--- config.mk ---
export PLATFORM = sky130hd
export DESIGN_NAME = trigger_idle_monitor
export DESIGN_NICKNAME = d
export VERILOG_FILES = /design/src/rtl/trigger_idle_monitor_pkg.sv /design/src/rtl/trigger_idle_monitor_quiet_reducer.sv /design/src/rtl/trigger_idle_monitor.sv
export SDC_FILE = /design/constraint.sdc
export NUM_CORES = 1
export LEC_CHECK = 0
export BUFFER_PORTS_ARGS = -buffer_cell sky130_fd_sc_hd__buf_2
export CAP_MARGIN = 20
export CORE_UTILIZATION = 41
export CTS_CLUSTER_DIAMETER = 200
export DETAILED_ROUTE_END_ITERATION = 6
export PLACE_DENSITY_LB_ADDON = 0.25
export REMOVE_ABC_BUFFERS = 1
export SLEW_MARGIN = 20
export SYNTH_ARGS = -nofsm -noshare
export SYNTH_HDL_FRONTEND = slang
export SYNTH_SLANG_ARGS = --single-unit
--- constraint.sdc ---
create_clock -name ap_clk -period 2.6 [get_ports ap_clk]
set_input_delay 0.78 -clock ap_clk [delete_from_list [all_inputs] [get_ports ap_clk]]
set_output_delay 0.78 -clock ap_clk [all_outputs]
set_load 0.03 [all_outputs]
--- src/rtl/trigger_idle_monitor_pkg.sv ---
// Shared trigger/monitor types.
// Monitor FSM encoding and statistics width.
package TriggerTypes;

  typedef enum logic [1:0] {
    MON_RUN   = 2'd0,
    MON_COUNT = 2'd1,
    MON_IDLE  = 2'd2
  } monitor_state_t;

  localparam int MON_STATS_W = 32;

endpackage

--- src/rtl/trigger_idle_monitor_quiet_reducer.sv ---
// Combinational quiescence reduction over
// all triggers, FIFOs and the external agent.
module quiet_reducer #(
  parameter int NUM_TRIGGERS = 4,
  parameter int NUM_FIFOS    = 4
) (
  input  logic                    monitor_enable,
  input  logic [NUM_TRIGGERS-1:0] trigger_sleeping,
  input  logic [NUM_TRIGGERS-1:0] trigger_idle,
  input  logic [NUM_FIFOS-1:0]    fifo_activity,
  input  logic                    ext_busy,
  output logic                    quiet
);

  // Every trigger parked, no FIFO traffic, nothing external in flight
  assign quiet = monitor_enable
               & ~ext_busy
               & ~|fifo_activity
               & &(trigger_sleeping | trigger_idle);

endmodule

--- src/rtl/trigger_idle_monitor.sv ---
// Network idle monitor: declares idle after a quiet window.
// Optional idle-event counter: TRIGGER_MONITOR_STATS_EN.
module trigger_idle_monitor
  import TriggerTypes::*;
#(
  parameter int NUM_TRIGGERS = 4,
  parameter int NUM_FIFOS    = 4,
  parameter int QUIET_CYCLES = 8,
  parameter int CNT_W        = $clog2(QUIET_CYCLES + 1)
) (
  input  logic                    ap_clk,
  input  logic                    ap_rst_n,
  input  logic                    monitor_enable,
  input  logic [NUM_TRIGGERS-1:0] trigger_sleeping,
  input  logic [NUM_TRIGGERS-1:0] trigger_idle,
  input  logic [NUM_FIFOS-1:0]    fifo_activity,
  input  logic                    ext_busy,
  output logic                    network_idle,
  output logic [CNT_W-1:0]        quiet_count,
  output logic [MON_STATS_W-1:0]  idle_events
);

  localparam logic [CNT_W-1:0] CNT_MAX =
    CNT_W'(QUIET_CYCLES);
  localparam logic [CNT_W-1:0] CNT_LAST =
    CNT_W'(QUIET_CYCLES - 1);
  localparam logic [CNT_W-1:0] CNT_ONE =
    CNT_W'(1);

  logic           quiet;
  monitor_state_t state_q;
  monitor_state_t state_d;
  logic [CNT_W-1:0] cnt_q;
  logic [CNT_W-1:0] cnt_d;

  quiet_reducer #(
    .NUM_TRIGGERS (NUM_TRIGGERS),
    .NUM_FIFOS    (NUM_FIFOS)
  ) u_quiet (
    .monitor_enable   (monitor_enable),
    .trigger_sleeping (trigger_sleeping),
    .trigger_idle     (trigger_idle),
    .fifo_activity    (fifo_activity),
    .ext_busy         (ext_busy),
    .quiet            (quiet)
  );

  // Next state and quiet counter; any activity returns to RUN
  always_comb begin
    state_d = state_q;
    cnt_d   = cnt_q;
    unique case (state_q)
      MON_RUN: begin
        if (!quiet) begin
          cnt_d = '0;
        end else if (QUIET_CYCLES == 1) begin
          state_d = MON_IDLE;
          cnt_d   = CNT_MAX;
        end else begin
          state_d = MON_COUNT;
          cnt_d   = CNT_ONE;
        end
      end
      MON_COUNT: begin
        if (!quiet) begin
          state_d = MON_RUN;
          cnt_d   = '0;
        end else if (cnt_q == CNT_LAST) begin
          state_d = MON_IDLE;
          cnt_d   = CNT_MAX;
        end else begin
          cnt_d = cnt_q + CNT_ONE;
        end
      end
      MON_IDLE: begin
        if (!quiet) begin
          state_d = MON_RUN;
          cnt_d   = '0;
        end else begin
          cnt_d = CNT_MAX;
        end
      end
      default: begin
        state_d = MON_RUN;
        cnt_d   = '0;
      end
    endcase
  end

  // FSM and counter registers
  always_ff @(posedge ap_clk or negedge ap_rst_n) begin
    if (!ap_rst_n) begin
      state_q <= MON_RUN;
      cnt_q   <= '0;
    end else begin
      state_q <= state_d;
      cnt_q   <= cnt_d;
    end
  end

  // Idle is gated by quiet so activity drops it in the same cycle
  assign network_idle = (state_q == MON_IDLE) & quiet;
  assign quiet_count  = cnt_q;

`ifdef TRIGGER_MONITOR_STATS_EN
  logic                   enter_idle;
  logic [MON_STATS_W-1:0] events_q;

  assign enter_idle = (state_q != MON_IDLE)
                    & (state_d == MON_IDLE);

  // Saturating count of RUN/COUNT -> IDLE transitions
  always_ff @(posedge ap_clk or negedge ap_rst_n) begin
    if (!ap_rst_n) begin
      events_q <= '0;
    end else if (enter_idle && events_q != '1) begin
      events_q <= events_q + 1'b1;
    end
  end

  assign idle_events = events_q;
`else
  assign idle_events = '0;
`endif

endmodule

Word level (Yosys, flattened, before mapping)
Index checks and enable logic that the tools add are counted.
Widths: inputs -> output; s select.
- flip-flop bits (word level): 6
- logic and storage cells: 30
- add/sub/neg operators: 1
- eq/ne operators: 6
- mux-type cells: 10
- bitwise operators: 6
- reduce and logical (&&, ||, !) cells: 5
- operators with widths (operator ; count):
    $mux 4 ; 3
    $pmux 4 s3 ; 1
    $mux 2 ; 4
    $pmux 2 s3 ; 1
    $add 4x1->4 const B ; 1
    $and 1x1->1 ; 4
    $eq 4x3->1 const B ; 1
    $ne 2x2->1 const B ; 2
    $or 4x4->4 ; 1
    $reduce_and 4->1 ; 1
    $reduce_or 4->1 ; 1
    $ne 3x3->1 const B ; 1
    $reduce_and 3->1 ; 1
    $eq 2x1->1 const B ; 1
    $eq 2x2->1 const B ; 1
    $logic_not 2->1 ; 1
    $logic_not 1->1 ; 1
    $mux 1 ; 1
    $not 1->1 ; 1

Longest topological paths before layout
Gate-level depths: netlist (run 1).
- depth after elaboration: 6
- depth in mapped cells: 4
- gate-level depth less buffers: 4

By module
Synthesis (run 1) repeated with hierarchy kept, for this count alone.
- cell total of the unflattened synthesis: 64
- area total of the unflattened synthesis: 568.0 µm²
- modules (own cells, without submodules) (module ; times used ; cells an instance ; area an instance (µm²) ; sequential area each (µm²)):
    trigger_idle_monitor ; 1 ; 58 ; 521.8 ; 150.1
    quiet_reducer ; 1 ; 6 ; 46.3 ; 0.0

Least setup slack after synthesis (run 1)
No wires, ideal clock.
- kind: input to output
- start point: input fifo_activity[3]
- end point: output network_idle
- arrival time: 1937 ps
- slack: -117 ps
- stages: 3
- path buffers: 0
- cell sequence: nor4b_4 o211ai_4 nor3_1
- longest elaborated chain between the ends: 5
- RTL lines (what ; line ; source):
    start: declaration ; trigger_idle_monitor.sv:16 ; input logic [NUM_FIFOS-1:0] fifo_activity,
    $reduce_or 4->1 ; trigger_idle_monitor_quiet_reducer.sv:18 ; & ~|fifo_activity
    $logic_not 1->1 ; trigger_idle_monitor_quiet_reducer.sv:18 ;
    $and 1x1->1 ; trigger_idle_monitor_quiet_reducer.sv:18 ;
    $and 1x1->1 ; trigger_idle_monitor_quiet_reducer.sv:19 ; & &(trigger_sleeping | trigger_idle);
    $and 1x1->1 ; trigger_idle_monitor.sv:102 ; assign network_idle = (state_q == MON_IDLE) & quiet;
    end: declaration ; trigger_idle_monitor.sv:18 ; output logic network_idle,
Every way passes these cells.

Worst setup path after layout (run 1)
Same ends and word-level chain as after synthesis.

==> results of run 1 <==
[per-stage QoR]
step	setup slack (ps)	cell area [sq um]	TNS (ps)
CTS	147.4	686.9	0
finish	160.5	686.9	0
floorplan	-116.8	529.3	-116.8
global placement	160.8	664.4	0
global route	103.3	686.9	0
detailed placement	153.6	664.4	0
[sequential cells by signal, summed over array words and instances, names as in the netlist]
register,flops
quiet_count,4
state_q,2
[area by class of cell]
cell class                      instances  area (sq um)
Inverter                                1         3.754
Multi-Input combinational cell         56         375.4
Timing Repair Buffer                   22         115.1
Tap cell                               16         20.02
Clock buffer                            3         22.52
Fill cell                             154         802.0
Sequential cell                         6         150.1
[synthesized netlist by cell type]
cell       instances  area, sq um
xnor2_1            1        8.760
nand2b_1           2        12.51
a2111oi_2          1        15.01
ha_1               1        12.51
and4_1             1        8.760
a211oi_1           1        7.510
buf_4             32        240.2
inv_1              1        3.750
nor3_1             1        5.000
o41a_1             1        11.26
conb_1             1        3.750
nand2_1            1        3.750
nor4b_4            1        23.77
a211oi_2           1        12.51
nor4_4             1        21.27
nand2b_4           1        13.76
nor3_2             1        10.01
o22a_1             1        8.760
nor4_2             2        25.02
o21ai_2            1        8.760
and4b_1            1        10.01
dfrtp_1            6        150.1
o21bai_1           1        7.510
o211ai_4           1        21.27
nor2_1             2        7.510
[worst max-delay path by stage]
stage / startpoint / endpoint / slack, ps / cells after the start
final: fifo_activity[3] / network_idle / 160 / 5
after global routing: fifo_activity[3] / network_idle / 100 / 5
after CTS: fifo_activity[3] / network_idle / 150 / 5
after detailed placement: fifo_activity[3] / network_idle / 150 / 5
after global placement: fifo_activity[3] / network_idle / 160 / 5
after floorplan: fifo_activity[3] / network_idle / -120 / 3
[layer usage]
metal	vias to the layer above	part of all wire	global-route usage
met2	31	0.54	0.1563
met5	-	0	0
li1	208	-	-
met1	186	0.36	0.09290
met3	2	0.093	0.01304
met4	0	0.0088	0.07742
[power groups by stage]
stage | Combinational, uW | Sequential, uW | Clock, uW
final | 87.7 | 94.0 | 84.1
after global routing | 92.2 | 93.8 | 94.4
after CTS | 87.4 | 94.0 | 88.6
after detailed placement | 87.4 | 95.4 | 0
after global placement | 87.0 | 95.4 | 0
after floorplan | 69.1 | 95.5 | 0
[kinds of logic after synthesis]
kind of cell               after synthesis  synth area share
adders and majority gates                1           0.01915
other                                    1          0.005742
xor gates and xnor gates                 1           0.01341
buffers and inverters                   33            0.3736
DFF                                      6            0.2299
AOI/OAI and AO/OA                        8            0.1418
and+or+nand+nor                         14            0.2165
==> out/metrics.yaml, run 1 <==
die:
  ios: 53
  row_count: 14
  fp.dieH_um: 41.91
  die_area_sq_um: 1756
  die_x_um: 41.91
  start_util: 0.4387
  core_sq_um: 1489
placed_design:
  dp.cells: 101
  portBuffers: 20
  gp_congestion: 0.7593
  hpwl_um: 695.5
clock_tree:
  tritoncts: "yes"
  clock_path_buffers: 2
  root_buffer: "clkbuf_4"
  cts.sinks: 6
  cts_setup_buffers: 0
  path_clk_slew_ps: 50
  postCtsHoldBufs: 0
  htreeDepth: 1
  cts-buffers-inserted: 3
  cts_resized: 0
  clk_latency_ps: 240
grt:
  grt_max_degree: 7
  grt_first_pass_wirelength_mm: 1.186
  grt_pass1_vias: 311
  overflow: 0
  antenna_found_initial: 0
  grt_usage: 0.08992
drt:
  drtAntennaViolNets: 0
  wl_per_cell_um: 7.663
  drt_iter0_markers: 3
  viasPerCell: 4.106
  wl_um: 797
  drc_errors: 0
  dr_total_vias: 427
  first_pass_iters: 2
logic_synthesis:
  ys_ff_latch: 6
  synth.distinct_cells: 25
  ys_seq_area_frac: 0.2299
  synth_area_sq_um: 653.1
  avgSynthCellArea_sq_um: 10.21
  yosys_warnings: 0
  syn_inst: 64
cells_and_area:
  final_cell_mix: "32 x conb_1, 20 x buf_2, 6 x dfrtp_1, 3 x clkbuf_4"
  syn_to_final_growth_pct: 5.173
  fin_util: 0.4613
  antenna_cells: 0
  drive_above_1_share: 0.3977
  layout_commonest_cell: "conb_1"
  final_cell_count_no_fill: 104
  final_nets: 107
critical_path:
  crit_arrival_ps: 1660
  cp_num_buf_inv: 2
  r2r-end: "quiet_count[0]"
  crit_chain: "buf_2 > nor4b_4 > o211ai_4 > nor3_1 > buf_2"
  path_max_fanout: 2
  rr_worst_depth: 4
  crit_path_start_kind: "input pin"
  worstSetupPathType: "in -> out"
  reg2reg_from: "quiet_count[0]"
  cp-end-kind: "primary output"
  cp_slowest_stage_delay_ps: 320
  crit_top_cell: "buf_2"
  cp_slowest_cell: "nor4b_4"
  crit_family: "simple AND/OR/NAND/NOR gates"
  required_ps: 1820
  r2r_setup_slack_ps: 1310
sta:
  clock_skew_ps: 5.185
  hold_viol: 0
  rsz0062_at_grt: "no"
  drv_slew: 0
  fin_crit_sh: 0.9383
  worst_hold_slack_ps: 352.0
  max_freq_mhz: 409.9
  fin_crit_ps: 2439
  finalSetupViolations: 0
power_and_ir_drop:
  swShare: 0.3999
  p_switching_uw: 106.3
  p_seq_frac: 0.354
  power_density_nw_per_um2: 387.0
  p_int_uw: 159.5
  comb_power_share: 0.330
  leakage_uw: 0.0003553
  p_clk_frac: 0.316
  peakVddDrop_mv: 0.2306
  design_power_total_uw: 265.8
min_path:
  hold_class: "in -> async"
run:
  cap_violations: 0
outcome:
  outcome: "completed"
Power figures use the tool's default switching activity.
==> run 2, diff against run 1 <==
--- a/config.mk
+++ b/config.mk
@@ -10,7 +10,7 @@
 export CORE_UTILIZATION = 41
 export CTS_CLUSTER_DIAMETER = 200
 export DETAILED_ROUTE_END_ITERATION = 6
-export PLACE_DENSITY_LB_ADDON = 0.25
+export PLACE_DENSITY_LB_ADDON = 0.12
 export REMOVE_ABC_BUFFERS = 1
 export SLEW_MARGIN = 20
 export SYNTH_ARGS = -nofsm -noshare
==> run 2 against run 1 <==
- fmax is 0.11% lower
- count of clock-buffer cells in the layout is the same
- critical path depth is the same
- non-clock buffer count stayed put
- clock power down 0.6%
- first-iteration DRC count is 67% lower
- sequential cell count unchanged
- worst setup slack got worse by 2.6 ps
- worst hold slack barely moved
- cell count unchanged
- cell area did not move
- sequential power is essentially flat
- critical path type unchanged
- largest cell class unchanged
==> out/metrics.yaml, run 2 (synthesis results as in run 1) <==
outcome:
  outcome: "completed"
clock_tree:
  root_buffer: "clkbuf_4"
  htreeDepth: 1  # unchanged
  cts_setup_buffers: 0  # unchanged
  postCtsHoldBufs: 0  # unchanged
  clk_latency_ps: 240  # about the same
  cts-buffers-inserted: 3  # unchanged
  tritoncts: "yes"
  cts_resized: 0  # unchanged
  cts.sinks: 6  # unchanged
  path_clk_slew_ps: 50  # about the same
  clock_path_buffers: 2  # unchanged
sta:
  fin_crit_ps: 2442  # +2.645 ps
  worst_hold_slack_ps: 352.4  # +0.4110 ps
  finalSetupViolations: 0  # unchanged
  drv_slew: 0  # unchanged
  finalWorstSetupSlack_ps: 157.9  # -2.645 ps
  max_freq_mhz: 409.5  # -0.11%
  clock_skew_ps: 3.968  # -1.217 ps
  hold_viol: 0  # unchanged
  rsz0062_at_grt: "no"
  fin_crit_sh: 0.9393  # +0.001017
die:
  row_count: 14  # unchanged
  ios: 53  # unchanged
  core_sq_um: 1489  # unchanged
  start_util: 0.4387  # unchanged
  fp.dieH_um: 41.91  # unchanged
  die_area_sq_um: 1756  # unchanged
  die_x_um: 41.91  # unchanged
grt:
  overflow: 0  # unchanged
  grt_max_degree: 7  # unchanged
  grt_first_pass_wirelength_mm: 1.304  # +9.9%
  grt_usage: 0.1007  # +0.01081
  grt_pass1_vias: 324  # +4.2%
  antenna_found_initial: 0  # unchanged
drt:
  first_pass_iters: 4  # +2
  wl_um: 809  # +1.5%
  wl_per_cell_um: 7.779  # +1.5%
  drc_errors: 0  # unchanged
  drtAntennaViolNets: 0  # unchanged
  drt_iter0_markers: 1  # -2
  viasPerCell: 4.269  # +4.0%
  dr_total_vias: 444  # +4.0%
cells_and_area:
  largest_reg_flops: 4  # unchanged
  final_cell_count_no_fill: 104  # unchanged
  syn_to_final_growth_pct: 5.173  # unchanged
  final_cell_mix: "32 x conb_1, 20 x buf_2, 6 x dfrtp_1, 3 x clkbuf_4"
  fin_util: 0.4613  # unchanged
  layout_commonest_cell: "conb_1"
  final_nets: 107  # unchanged
  antenna_cells: 0  # unchanged
  drive_above_1_share: 0.3977  # unchanged
critical_path:
  cp-end-kind: "primary output"
  worstSetupPathType: "in -> out"
  required_ps: 1820  # about the same
  path_max_fanout: 2  # unchanged
  crit_path_start_kind: "input pin"
  crit_arrival_ps: 1660  # about the same
  rr_worst_depth: 4  # unchanged
run:
  cap_violations: 0  # unchanged
power_and_ir_drop:
  peakVddDrop_mv: 0.1536  # -33%
  power_density_nw_per_um2: 386.0  # -0.25%
  leakage_uw: 0.0003553  # unchanged
min_path:
  hold_class: "in -> async"
placed_design:
  gp_congestion: 0.6903  # -9.1%
  portBuffers: 20  # unchanged
  hpwl_um: 703.4  # +1.1%
  pre_cts_ws_ps: 144.5  # -9.040 ps
  dp.cells: 101  # unchanged
==> run 2: worst paths after layout <==
kind | start | endpoint | slack [ps]
max in group asynchronous | ap_rst_n | quiet_count[1] | 2100
setup reg to reg | quiet_count[0] | quiet_count[3] | 1310
hold reg to reg | state_q[1] | state_q[0] | 540
setup / recovery | fifo_activity[3] | network_idle | 160
min in group ap_clk | state_q[1] | state_q[0] | 540
hold / removal | ap_rst_n | state_q[1] | 350
==> run 2: cell type report <==
| cell class | count | area [sq um] |
|---|---|---|
| Clock buffer | 3 | 22.52 |
| Fill cell | 146 | 802.0 |
| Inverter | 1 | 3.754 |
| Multi-Input combinational cell | 56 | 375.4 |
| Sequential cell | 6 | 150.1 |
| Tap cell | 16 | 20.02 |
| Timing Repair Buffer | 22 | 115.1 |
==> run 2: through the flow <==
| step | total power, uW | area, sq um | TNS, ps |
|---|---|---|---|
| after floorplan | 164.7 | 529.3 | -116.8 |
| after global placement | 182.6 | 664.4 | 0 |
| after detailed placement | 182.9 | 664.4 | 0 |
| after CTS | 270.5 | 686.9 | 0 |
| after global routing | 278.6 | 686.9 | 0 |
| final | 265.2 | 686.9 | 0 |
==> run 2: worst max-delay path: stages <==
cell and delay, ps:
buf_2 110, nor4b_4 310, o211ai_4 100, nor3_1 140
buf_2 220
==> run 2: layer usage <==
metal | global-route usage | up-vias | part of all wire
li1 | - | 211 | -
met1 | 0.1199 | 197 | 0.40
met2 | 0.1531 | 34 | 0.48
met3 | 0.02609 | 2 | 0.11
met4 | 0.07742 | 0 | 0.0087
met5 | 0 | - | 0
==> run 2: power by group <==
part / switching (uW) / internal, uW
logic: 74.0 / 13.6
registers: 0.180 / 93.9
clock network: 31.5 / 52.1
total: 106 / 159
